===== config.mk =====
export PLATFORM = sky130hd
export DESIGN_NAME = serial_add_ctrl
export DESIGN_NICKNAME = d
export VERILOG_FILES = /design/src/rtl/serial_add_ctrl.sv
export SDC_FILE = /design/constraint.sdc
export NUM_CORES = 1
export LEC_CHECK = 0
export CAP_MARGIN = 20
export CORE_ASPECT_RATIO = 0.5
export CORE_MARGIN = 2
export CORE_UTILIZATION = 45
export CTS_BUF_LIST = sky130_fd_sc_hd__clkbuf_4 sky130_fd_sc_hd__clkbuf_8
export DETAILED_ROUTE_END_ITERATION = 10
export PLACE_DENSITY = 0.76
export SYNTH_ARGS = -nofsm -noshare
export SYNTH_HDL_FRONTEND = slang
export SYNTH_HIERARCHICAL = 1
export SYNTH_SLANG_ARGS = --single-unit

===== constraint.sdc =====
create_clock -name clk -period 1.2 [get_ports clk]
set_clock_uncertainty 0.2 [all_clocks]
set_input_delay 0.24 -clock clk [delete_from_list [all_inputs] [get_ports clk]]
set_output_delay 0.24 -clock clk [all_outputs]
set_load 0.05 [all_outputs]

===== src/rtl/serial_add_ctrl.sv =====
// Bit-serial adder controller: one full adder stepped LSB first over W clocks.
// Optional subtract mode when SERIAL_ADD_SUB_EN is defined (adds a sub port).
module full_adder (
  input  logic x,
  input  logic y,
  input  logic ci,
  output logic s,
  output logic co
);
  assign s  = x ^ y ^ ci;
  assign co = (x & y) | (ci & (x ^ y));
endmodule

module serial_add_ctrl #(
  parameter int W = 8
) (
  input  logic         clk,
  input  logic         rst,
  input  logic         start,
  input  logic [W-1:0] a,
  input  logic [W-1:0] b,
  input  logic         cin,
`ifdef SERIAL_ADD_SUB_EN
  input  logic         sub,
`endif
  output logic         busy,
  output logic         done,
  output logic [W-1:0] sum,
  output logic         cout
);

  localparam int CW = (W > 1) ? $clog2(W) : 1;

  typedef enum logic [1:0] {
    IDLE,
    RUN,
    DONE
  } state_t;

  state_t        state;
  state_t        state_n;
  logic          load;
  logic          step;
  logic          last;
  logic [W-1:0]  a_sh;
  logic [W-1:0]  b_sh;
  logic          carry_q;
  logic [CW-1:0] count;
  logic          fa_s;
  logic          fa_c;
  logic          neg;
  logic [W-1:0]  b_ld;
  logic [W-1:0]  sum_n;
  logic [W-1:0]  a_n;
  logic [W-1:0]  b_n;

`ifdef SERIAL_ADD_SUB_EN
  assign neg = sub;
`else
  assign neg = 1'b0;
`endif

  assign b_ld = neg ? ~b : b;
  assign last = (count == CW'(W - 1));
  assign busy = (state == RUN);
  assign done = (state == DONE);

  full_adder u_fa (
    .x  (a_sh[0]),
    .y  (b_sh[0]),
    .ci (carry_q),
    .s  (fa_s),
    .co (fa_c)
  );

  // Shifted views; written this way so W=1 needs no special slice.
  always_comb begin
    sum_n        = sum >> 1;
    sum_n[W-1]   = fa_s;
    a_n          = a_sh >> 1;
    b_n          = b_sh >> 1;
  end

  // Next-state and step/load strobes.
  always_comb begin
    state_n = state;
    load    = 1'b0;
    step    = 1'b0;
    unique case (state)
      IDLE: begin
        if (start) begin
          load    = 1'b1;
          state_n = RUN;
        end
      end
      RUN: begin
        step = 1'b1;
        if (last) state_n = DONE;
      end
      DONE: begin
        if (start) begin
          load    = 1'b1;
          state_n = RUN;
        end else begin
          state_n = IDLE;
        end
      end
      default: state_n = IDLE;
    endcase
  end

  // State register.
  always_ff @(posedge clk) begin
    if (rst) state <= IDLE;
    else     state <= state_n;
  end

  // Operand shifters, carry FF, bit counter and result.
  always_ff @(posedge clk) begin
    if (rst) begin
      a_sh    <= '0;
      b_sh    <= '0;
      carry_q <= 1'b0;
      count   <= '0;
      sum     <= '0;
      cout    <= 1'b0;
    end else if (load) begin
      a_sh    <= a;
      b_sh    <= b_ld;
      carry_q <= neg ? 1'b1 : cin;
      count   <= '0;
      sum     <= '0;
      cout    <= 1'b0;
    end else if (step) begin
      a_sh    <= a_n;
      b_sh    <= b_n;
      carry_q <= fa_c;
      count   <= count + CW'(1);
      sum     <= sum_n;
      if (last) cout <= fa_c;
    end
  end

endmodule


Word level (Yosys, flattened, before mapping)

Cells that the tools add are included.

Register bits: 31
Input port bits: 20
Word-level logic and storage cells: 37

Add/subtract/negate cells: 1
Eq/ne operators: 5
Multiplexer cells: 13
Bitwise operators: 5
Reductions and logical operators: 6

Operators by type and width:

| operator                                             | number |
|---|---|
| 2-to-1 mux 8 bit                                     | 4 |
| 2-to-1 mux 1 bit                                     | 6 |
| one-hot mux 2 bit (3 select lines)                   | 1 |
| 2-to-1 mux 2 bit                                     | 2 |
| AND reduction 2 bit                                  | 2 |
| OR reduction 2 bit                                   | 2 |
| adder 3 x 1 -> 3 bit (second input constant)         | 1 |
| equality test 3 bit (second input constant)          | 1 |
| AND 1 bit                                            | 2 |
| equality test 2 x 1 -> 1 bit (second input constant) | 1 |
| equality test 2 bit (second input constant)          | 1 |
| zero test 2 bit                                      | 1 |
| != test 2 x 1 -> 1 bit (second input constant)       | 1 |
| != test 2 bit (second input constant)                | 1 |
| nonzero test 2 bit                                   | 1 |
| XOR 1 bit                                            | 2 |
| OR 1 bit                                             | 1 |

Longest topological paths before layout

Gate-level depths: netlist (run 1).

Depth after elaboration: 5
Depth in mapped cells: 7
Depth with buffers taken out: 5

Modules after synthesis

The synthesis (run 1) kept the hierarchy.

By module, submodules not included:

| module          | instances | cells each | area each (um^2) |
|---|---|---|---|
| serial_add_ctrl | 1         | 144        | 1267.5 |
| full_adder      | 1         | 1          | 20.0 |

Worst setup path before layout (run 1)

No wires, ideal clock.

Kind: register to output
Start: register state[1]
End: output port done
Data arrival time: 1.023 ns
Required time: 0.760 ns
Setup slack: -0.263 ns
Cell stages (with the launch flop): 2
Path buffers: 0
Cells stage by stage: dfxtp_1 nor2b_1

Word-level cells in the longest chain between the ends: 1

Ends and longest elaborated chain:

| what                     | line | RTL |
|---|---|---|
| start: declaration       | 40   | `state_t state;` |
| start signal: assignment | 115  | `else state <= state_n;` |
| equality test 2 bit      | 66   | `assign done = (state == DONE);` |
| end: declaration         | 27   | `output logic done,` |

No other way between the ends.

Final worst setup path (run 1)

Start: register state[0]
End: output port done

Same word-level chain as after synthesis.

==> results of run 1 <==
routing by layer:
metal / vias up / wire length, µm / GRT usage
met1: 707 / 2200 / 0.345
li1: 635 / - / -
met3: 38 / 508 / 0.100
met5: - / 0 / 0
met2: 104 / 2640 / 0.474
met4: 0 / 294 / 0.152
metrics by stage:
stage          power, mW  TNS [ns]  setup WS (ns)
2_1_floorplan       1.42     -1.88         -0.115
3_3_place_gp        1.57     -9.72         -0.360
3_5_place_dp        1.58    -10.18         -0.413
4_1_cts             2.77     -4.39         -0.274
5_1_grt             3.08     -8.21         -0.334
6_report            3.01     -6.95         -0.314
timing repair:
| item | CTS | global route |
|---|---|---|
| cloned | 2 | 2 |
| gates resized for setup | 49 | 42 |
| hold buffers | 0 | 0 |
| pin swaps | 5 | 18 |
| setup endpoints to repair | 41 | 41 |
| buffers inserted | 13 | 6 |
final cells by class:
cell class / count / area, µm² / area share
multi-input cells: 102 / 873 / 0.347
repair buffers: 66 / 818 / 0.325
flip-flops and latches: 31 / 648 / 0.258
clock buffers: 6 / 82.6 / 0.0328
well taps: 37 / 46.3 / 0.0184
clock inverters: 2 / 35.0 / 0.0139
inverters: 1 / 11.3 / 0.00448
report_power, final:
part / internal [mW] / switching (mW) / leakage [nW]
Clock: 0.673 / 0.490 / 0.0612
Combinational: 0.367 / 0.335 / 0.681
Sequential: 1.09 / 0.0622 / 0.262
kinds of logic (layout without fill, tap and decap cells):
| logic type | Yosys count | in the layout |
|---|---|---|
| XOR/XNOR | 1 | 1 |
| AO/OA/AOI/OAI | 30 | 30 |
| flip-flops | 31 | 31 |
| multiplexers | 1 | 1 |
| buffers and inverters | 13 | 75 |
| AND/OR/NAND/NOR | 66 | 67 |
| adder cells (fa/ha/maj) | 3 | 3 |
sequential cells by signal, indices dropped and copies added (netlist names):
signal and cells:
b_sh 8, state 2, cout 1, sum 8, carry_q 1, count 3
a_sh 8
critical path, cell delays in order (launching register included):
cell                      delay (ns)
sky130_fd_sc_hd__dfxtp_4        0.37
sky130_fd_sc_hd__buf_6          0.12
sky130_fd_sc_hd__nor2b_4        0.13
sky130_fd_sc_hd__buf_12         0.15
Yosys cell counts, drive strengths merged:
master  count  area, µm²
nand3       4       20.0
nor2b       1       6.26
and2b       1       7.51
nor2        7       26.3
fa          1       20.0
dfxtp      31        621
o22ai       9       56.3
a21oi      14       70.1
o21a        1       7.51
buf        11       85.1
ha          2       25.0
nand2      30        118
a22oi       2       15.0
mux2i       1       10.0
xnor2       1       8.76
a311oi      4       60.1
inv         1       6.26
nor3       19       95.1
nand2b      3       18.8
clkbuf      1       3.75
nand3b      1       7.51
worst max path at each step:
stage | end
floorplan | sum[1]
global placement | b_sh[1]
detailed placement | b_sh[2]
CTS | done
global route | done
finish | done
==> results_dict.tcl, run 1 <==
set metrics [dict create \
    min_to "a_sh[7]" \
    crit-reg2reg-launch "state[0]" \
    run_status "finished with violations" \
    muxShareOfSynthArea 0.00777 \
    synthesis.yosys.warnings 6 \
    number_of_stages_on_the_worst_hold_path 2 \
    worst-path-max-fanout 3 \
    max_cap_viol 0 \
    hold_slack_ns 0.310 \
    cts.sink_count 31 \
    start_kind "register" \
    drc 0 \
    number_of_buffers_inserted_by_port_buffering 30 \
    diodes 0 \
    avgRoutedWirePerCell_um 23.0 \
    crit_start "state[0]" \
    postSynthNetCount 168 \
    relative_slew_slack 0.823 \
    required_ns 0.76 \
    grt_antenna_before_repair 0 \
    post_dp_cell_area_um2 1840 \
    timing_max_transition_violations_final 0 \
    timing.hold.worst.start "a_sh[7]" \
    violations_in_the_final_reports "negative setup slack" \
    largest_family_of_logic_cells_by_synthesized_area "simple AND/OR/NAND/NOR gates" \
    synth_compound_gate_area_share 0.162 \
    finalSetupViolations 41 \
    cts_tree "done" \
    fin_util 0.949 \
    floorplan.rows 13 \
    globalRoute.totalOverflow 0 \
    syn-instance-count 145 \
    yosys.area_share.xor_xnor 0.00680 \
    detail_route_antenna_nets 0 \
    period_needed_ns 1.51 \
    hold_viol_final 0 \
    finalCritPeriodShare 1.26 \
    tritoncts.num_buffers 5 \
    chipWidth_um 79.6 \
    synthesis.area_per_instance_um2 8.88 \
    layout.cells.most_common "sky130_fd_sc_hd__buf_4" \
    synth_to_final_area_change_pct 95.3 \
    die_area_um2 3330 \
    dieHeight_um 41.8 \
    drive_above_1_share 0.615 \
    io_pins 31 \
    final_critical_path_setup_slack_ns -0.314 \
    critical_path_class "reg2out" \
    num_vias 1484 \
    synth_adder_area_share 0.0350 \
    critical_path.reg2reg.endpoint "a_sh[3]" \
    hpwl_mm 2.05 \
    dr_iter_0_viols 108 \
    cts.root.buffer_cell "sky130_fd_sc_hd__clkbuf_8" \
    drt-vias-per-instance 6.06 \
    fin_nets 230 \
    fill_cells 68 \
    grt_first_pass_wirelength_mm 7.16 \
    drtPass1Iterations 4 \
    global_route.usage.total 0.292 \
    synthDistinctLibCells 25 \
    worstMarginPinSlew_ns 0.265 \
    clockBufferDepth 2 \
    stdcell_count 245 \
    finalInstanceArea_um2 2510 \
    postRouteWirelength_mm 5.65 \
    rr_worst_depth 5 \
    cts_htree_levels 2 \
    coreArea_um2 2650 \
    cell_area_synth_um2 1290 \
    synth-seq-area-share 0.482 \
    layout.cells.most_common_list "sky130_fd_sc_hd__buf_4 (20), sky130_fd_sc_hd__clkdlybuf4s50_1 (19), sky130_fd_sc_hd__nand2_1 (18), sky130_fd_sc_hd__dfxtp_1 (17)" \
    cts.clk_slew.worst_paths_ns 0.08 \
    routabilityCongestion 0.743 \
    power_per_cell_area_nw_per_um2 1200 \
    rsz0062_at_grt "true" \
    r2r_setup_slack_ns -0.31 \
    cp_data_arrival_time_ns 1.07 \
    yosys_register_bits 31 \
    endpoint_kind "output port" \
    largest_net_degree_at_the_start_of_global_routing 19 \
    cellLeakagePower_nw 1.00 \
    hp-class "reg2reg" \
    initial_core_utilization 0.486 \
    grt_pass1_vias 1382 \
    max-vdd-ir-drop_mv 1.40 \
    placedCellCount 215 \
    worstSkewPairLatency_ns 0.31 \
    fmax_ghz 0.660 \
    post_synth_and_or_nand_nor_area_fraction 0.232 \
]
No activity file was read; power rests on OpenSTA's default activity.
==> run 2, diff against run 1 <==
- ABC_AREA: unset -> 1
- CAP_MARGIN: 20 -> 30
- CORE_UTILIZATION: 45 -> 47
- PLACE_DENSITY: 0.76 -> 0.77
==> results_dict.tcl, run 2 <==
set metrics [dict create \
    drt-vias-per-instance 4.96 \
    num_vias 1522 \
    max_cap_viol 0 \
    globalRoute.totalOverflow 0 \
    p_comb_frac 0.250 \
    grt_antenna_before_repair 0 \
    fill_cells 176 \
    required_ns 0.76 \
    endpoint_kind "output port" \
    cts.clk_slew.worst_paths_ns 0.06 \
    global_route.usage.total 0.214 \
    hp-class "reg2reg" \
    post-synth-top-area-fraction 0.415 \
    yosys_register_bits 31 \
    worstMarginPinSlew_ns 0.250 \
    fmax_ghz 0.674 \
    dieHeight_um 43.9 \
    finalInstanceArea_um2 2510 \
    number_of_buffers_inserted_by_port_buffering 30 \
    worst-path-max-fanout 2 \
    hold_viol_final 0 \
    synth_enable_flop_cells 0 \
    die_area_um2 3680 \
    run_status "finished with violations" \
    start_kind "register" \
    avgRoutedWirePerCell_um 13.9 \
    critical_path_class "reg2out" \
    violations_in_the_final_reports "negative setup slack" \
    cts.root.buffer_cell "sky130_fd_sc_hd__clkbuf_8" \
    initial_core_utilization 0.497 \
    leading_cell_types_by_total_area_after_synthesis "sky130_fd_sc_hd__dfxtp_1 (41%), sky130_fd_sc_hd__nand2_1 (13%), sky130_fd_sc_hd__inv_1 (6.5%)" \
    final_critical_path_setup_slack_ns -0.284 \
    layout.cells.most_common "sky130_fd_sc_hd__nand2_1" \
    finalSetupViolations 40 \
    routabilityCongestion 0.758 \
    io_pins 31 \
    cts.sink_count 31 \
    max-vdd-ir-drop_mv 0.782 \
    finalCritPeriodShare 1.24 \
    detail_route_antenna_nets 0 \
    diodes 0 \
    syn-instance-count 204 \
    seq_power_share 0.441 \
    power.switching_fraction 0.293 \
    synthesis.area_per_instance_um2 7.34 \
    postRouteWirelength_mm 4.27 \
    largest_net_degree_at_the_start_of_global_routing 13 \
    layout.cells.most_common_list "sky130_fd_sc_hd__nand2_1 (38), sky130_fd_sc_hd__inv_1 (26), sky130_fd_sc_hd__nor2_1 (21), sky130_fd_sc_hd__nand2_2 (18), sky130_fd_sc_hd__buf_4 (18)" \
    synthArstFlopShare 0 \
    coreArea_um2 3010 \
    drive_above_1_share 0.446 \
    grt_pass1_vias 1370 \
    period_needed_ns 1.48 \
    dr_iter_0_viols 65 \
    cellLeakagePower_nw 1.10 \
    timing_max_transition_violations_final 0 \
    synthesis.yosys.warnings 6 \
    cts_htree_levels 2 \
    relative_slew_slack 0.833 \
    cell_area_synth_um2 1500 \
    hold_slack_ns 0.276 \
    synth_common_cells "sky130_fd_sc_hd__nand2_1 (50), sky130_fd_sc_hd__dfxtp_1 (31), sky130_fd_sc_hd__inv_1 (26)" \
    rsz0062_at_grt "true" \
    post_dp_cell_area_um2 2040 \
    tritoncts.num_buffers 5 \
    internal_power_mw 1.80 \
    top_regs "a_sh: 8 flops, b_sh: 8 flops, sum: 8 flops" \
    chipWidth_um 83.8 \
    postSynth.topFlopCell "sky130_fd_sc_hd__dfxtp_1" \
    fin_nets 291 \
    cts_tree "done" \
    hpwl_mm 2.40 \
    power.share.clock 0.309 \
    drc 0 \
    power_per_cell_area_nw_per_um2 1010 \
    synth-seq-area-share 0.415 \
    worstSkewPairLatency_ns 0.29 \
    cp_data_arrival_time_ns 1.04 \
    floorplan.rows 14 \
    synthDistinctLibCells 21 \
    postSynthNetCount 227 \
    synth.most_common_cell "sky130_fd_sc_hd__nand2_1" \
    synth_to_final_area_change_pct 67.6 \
    clockBufferDepth 2 \
    totalPowerFinal_mw 2.55 \
    grt_first_pass_wirelength_mm 6.00 \
    synthDominantAreaCellType "sky130_fd_sc_hd__dfxtp_1" \
    switchingPower_mw 0.745 \
    drtPass1Iterations 4 \
]
[run 2: changes by cell type in the layout (fill, tap and decap cells not counted), sizes merged, moves of 4 or more]
| cell | change |
|---|---|
| a311oi | -4 |
| a21oi | +5 |
| nand3 | +11 |
| nor3 | -19 |
| nand2 | +31 |
| o22ai | -9 |
| nand2b | -4 |
| inv | +30 |
| nor2 | +17 |
| o21ai | +9 |
[run 2: layout make-up]
cell class	count	area [µm²]	share of cell area
clock buffer	6	76.3	0.0304
timing repair inverter	1	7.51	0.00299
sequential	31	659	0.263
timing repair buffer	66	788	0.314
multi-input combinational	132	796	0.317
inverter	31	131	0.0524
tap	40	50.0	0.0200
[run 2: power by group through the flow]
stage	registers (mW)	logic, mW	clock network [mW]
5_1_grt	1.13	0.683	0.826
4_1_cts	1.12	0.516	0.775
2_1_floorplan	1.15	0.289	0
3_5_place_dp	1.15	0.462	0
3_3_place_gp	1.15	0.448	0
6_report	1.12	0.636	0.787
[run 2: final timing paths]
check	slack (ns)	from	endpoint	cells after the start
setup / recovery	-0.28	state[1]	done	4
hold / removal	0.28	a_sh[7]	a_sh[7]	2
setup reg to reg	-0.25	state[1]	b_sh[0]	9
hold reg to reg	0.28	a_sh[7]	a_sh[7]	2
[run 2: layer usage]
layer / up-vias / share of wire / GRT usage
met4: 0 / 0.019 / 0.0806
met3: 9 / 0.034 / 0.0571
met2: 38 / 0.52 / 0.402
met1: 727 / 0.43 / 0.242
li1: 748 / - / -
met5: - / 0 / 0
[run 2: logic make-up after synthesis]
kind of cell	synth area share
adder cells (fa/ha/maj)	0.0301
buffers and inverters	0.146
XOR/XNOR	0.00585
AO/OA/AOI/OAI	0.116
flip-flops	0.415
AND/OR/NAND/NOR	0.287
[run 2: critical path: stages (launching register included)]
cell and delay, ns:
sky130_fd_sc_hd__dfxtp_2 0.33, sky130_fd_sc_hd__inv_2 0.06, sky130_fd_sc_hd__buf_6 0.12, sky130_fd_sc_hd__nor2_4 0.12
sky130_fd_sc_hd__buf_12 0.14
[run 2: stage by stage]
step | worst slack, ns | std cells | setup TNS, ns | utilization
2_1_floorplan | -0.0662 | 204 | -0.715 | -
3_3_place_gp | -0.410 | 281 | -10.59 | 0.677
3_5_place_dp | -0.447 | 281 | -11.48 | 0.677
4_1_cts | -0.265 | 301 | -1.80 | 0.770
5_1_grt | -0.308 | 307 | -5.11 | 0.833
6_report | -0.284 | 307 | -3.73 | 0.833
[run 2: repair_timing]
action                                 4_1_cts  5_1_grt
hold buffers                                 0        0
endpoints found under the hold margin        0        0
setup endpoints to repair                   40       41
cloned                                       2        0
setup buffers                               12        7
resized for setup                           41       36
pin swaps                                    4       17
==> run 3, diff against run 2 <==
- HOLD_SLACK_MARGIN: unset -> 0.12
==> results of run 3 <==
Same layout as run 2: the final DEF is identical, and so are final timing and power.
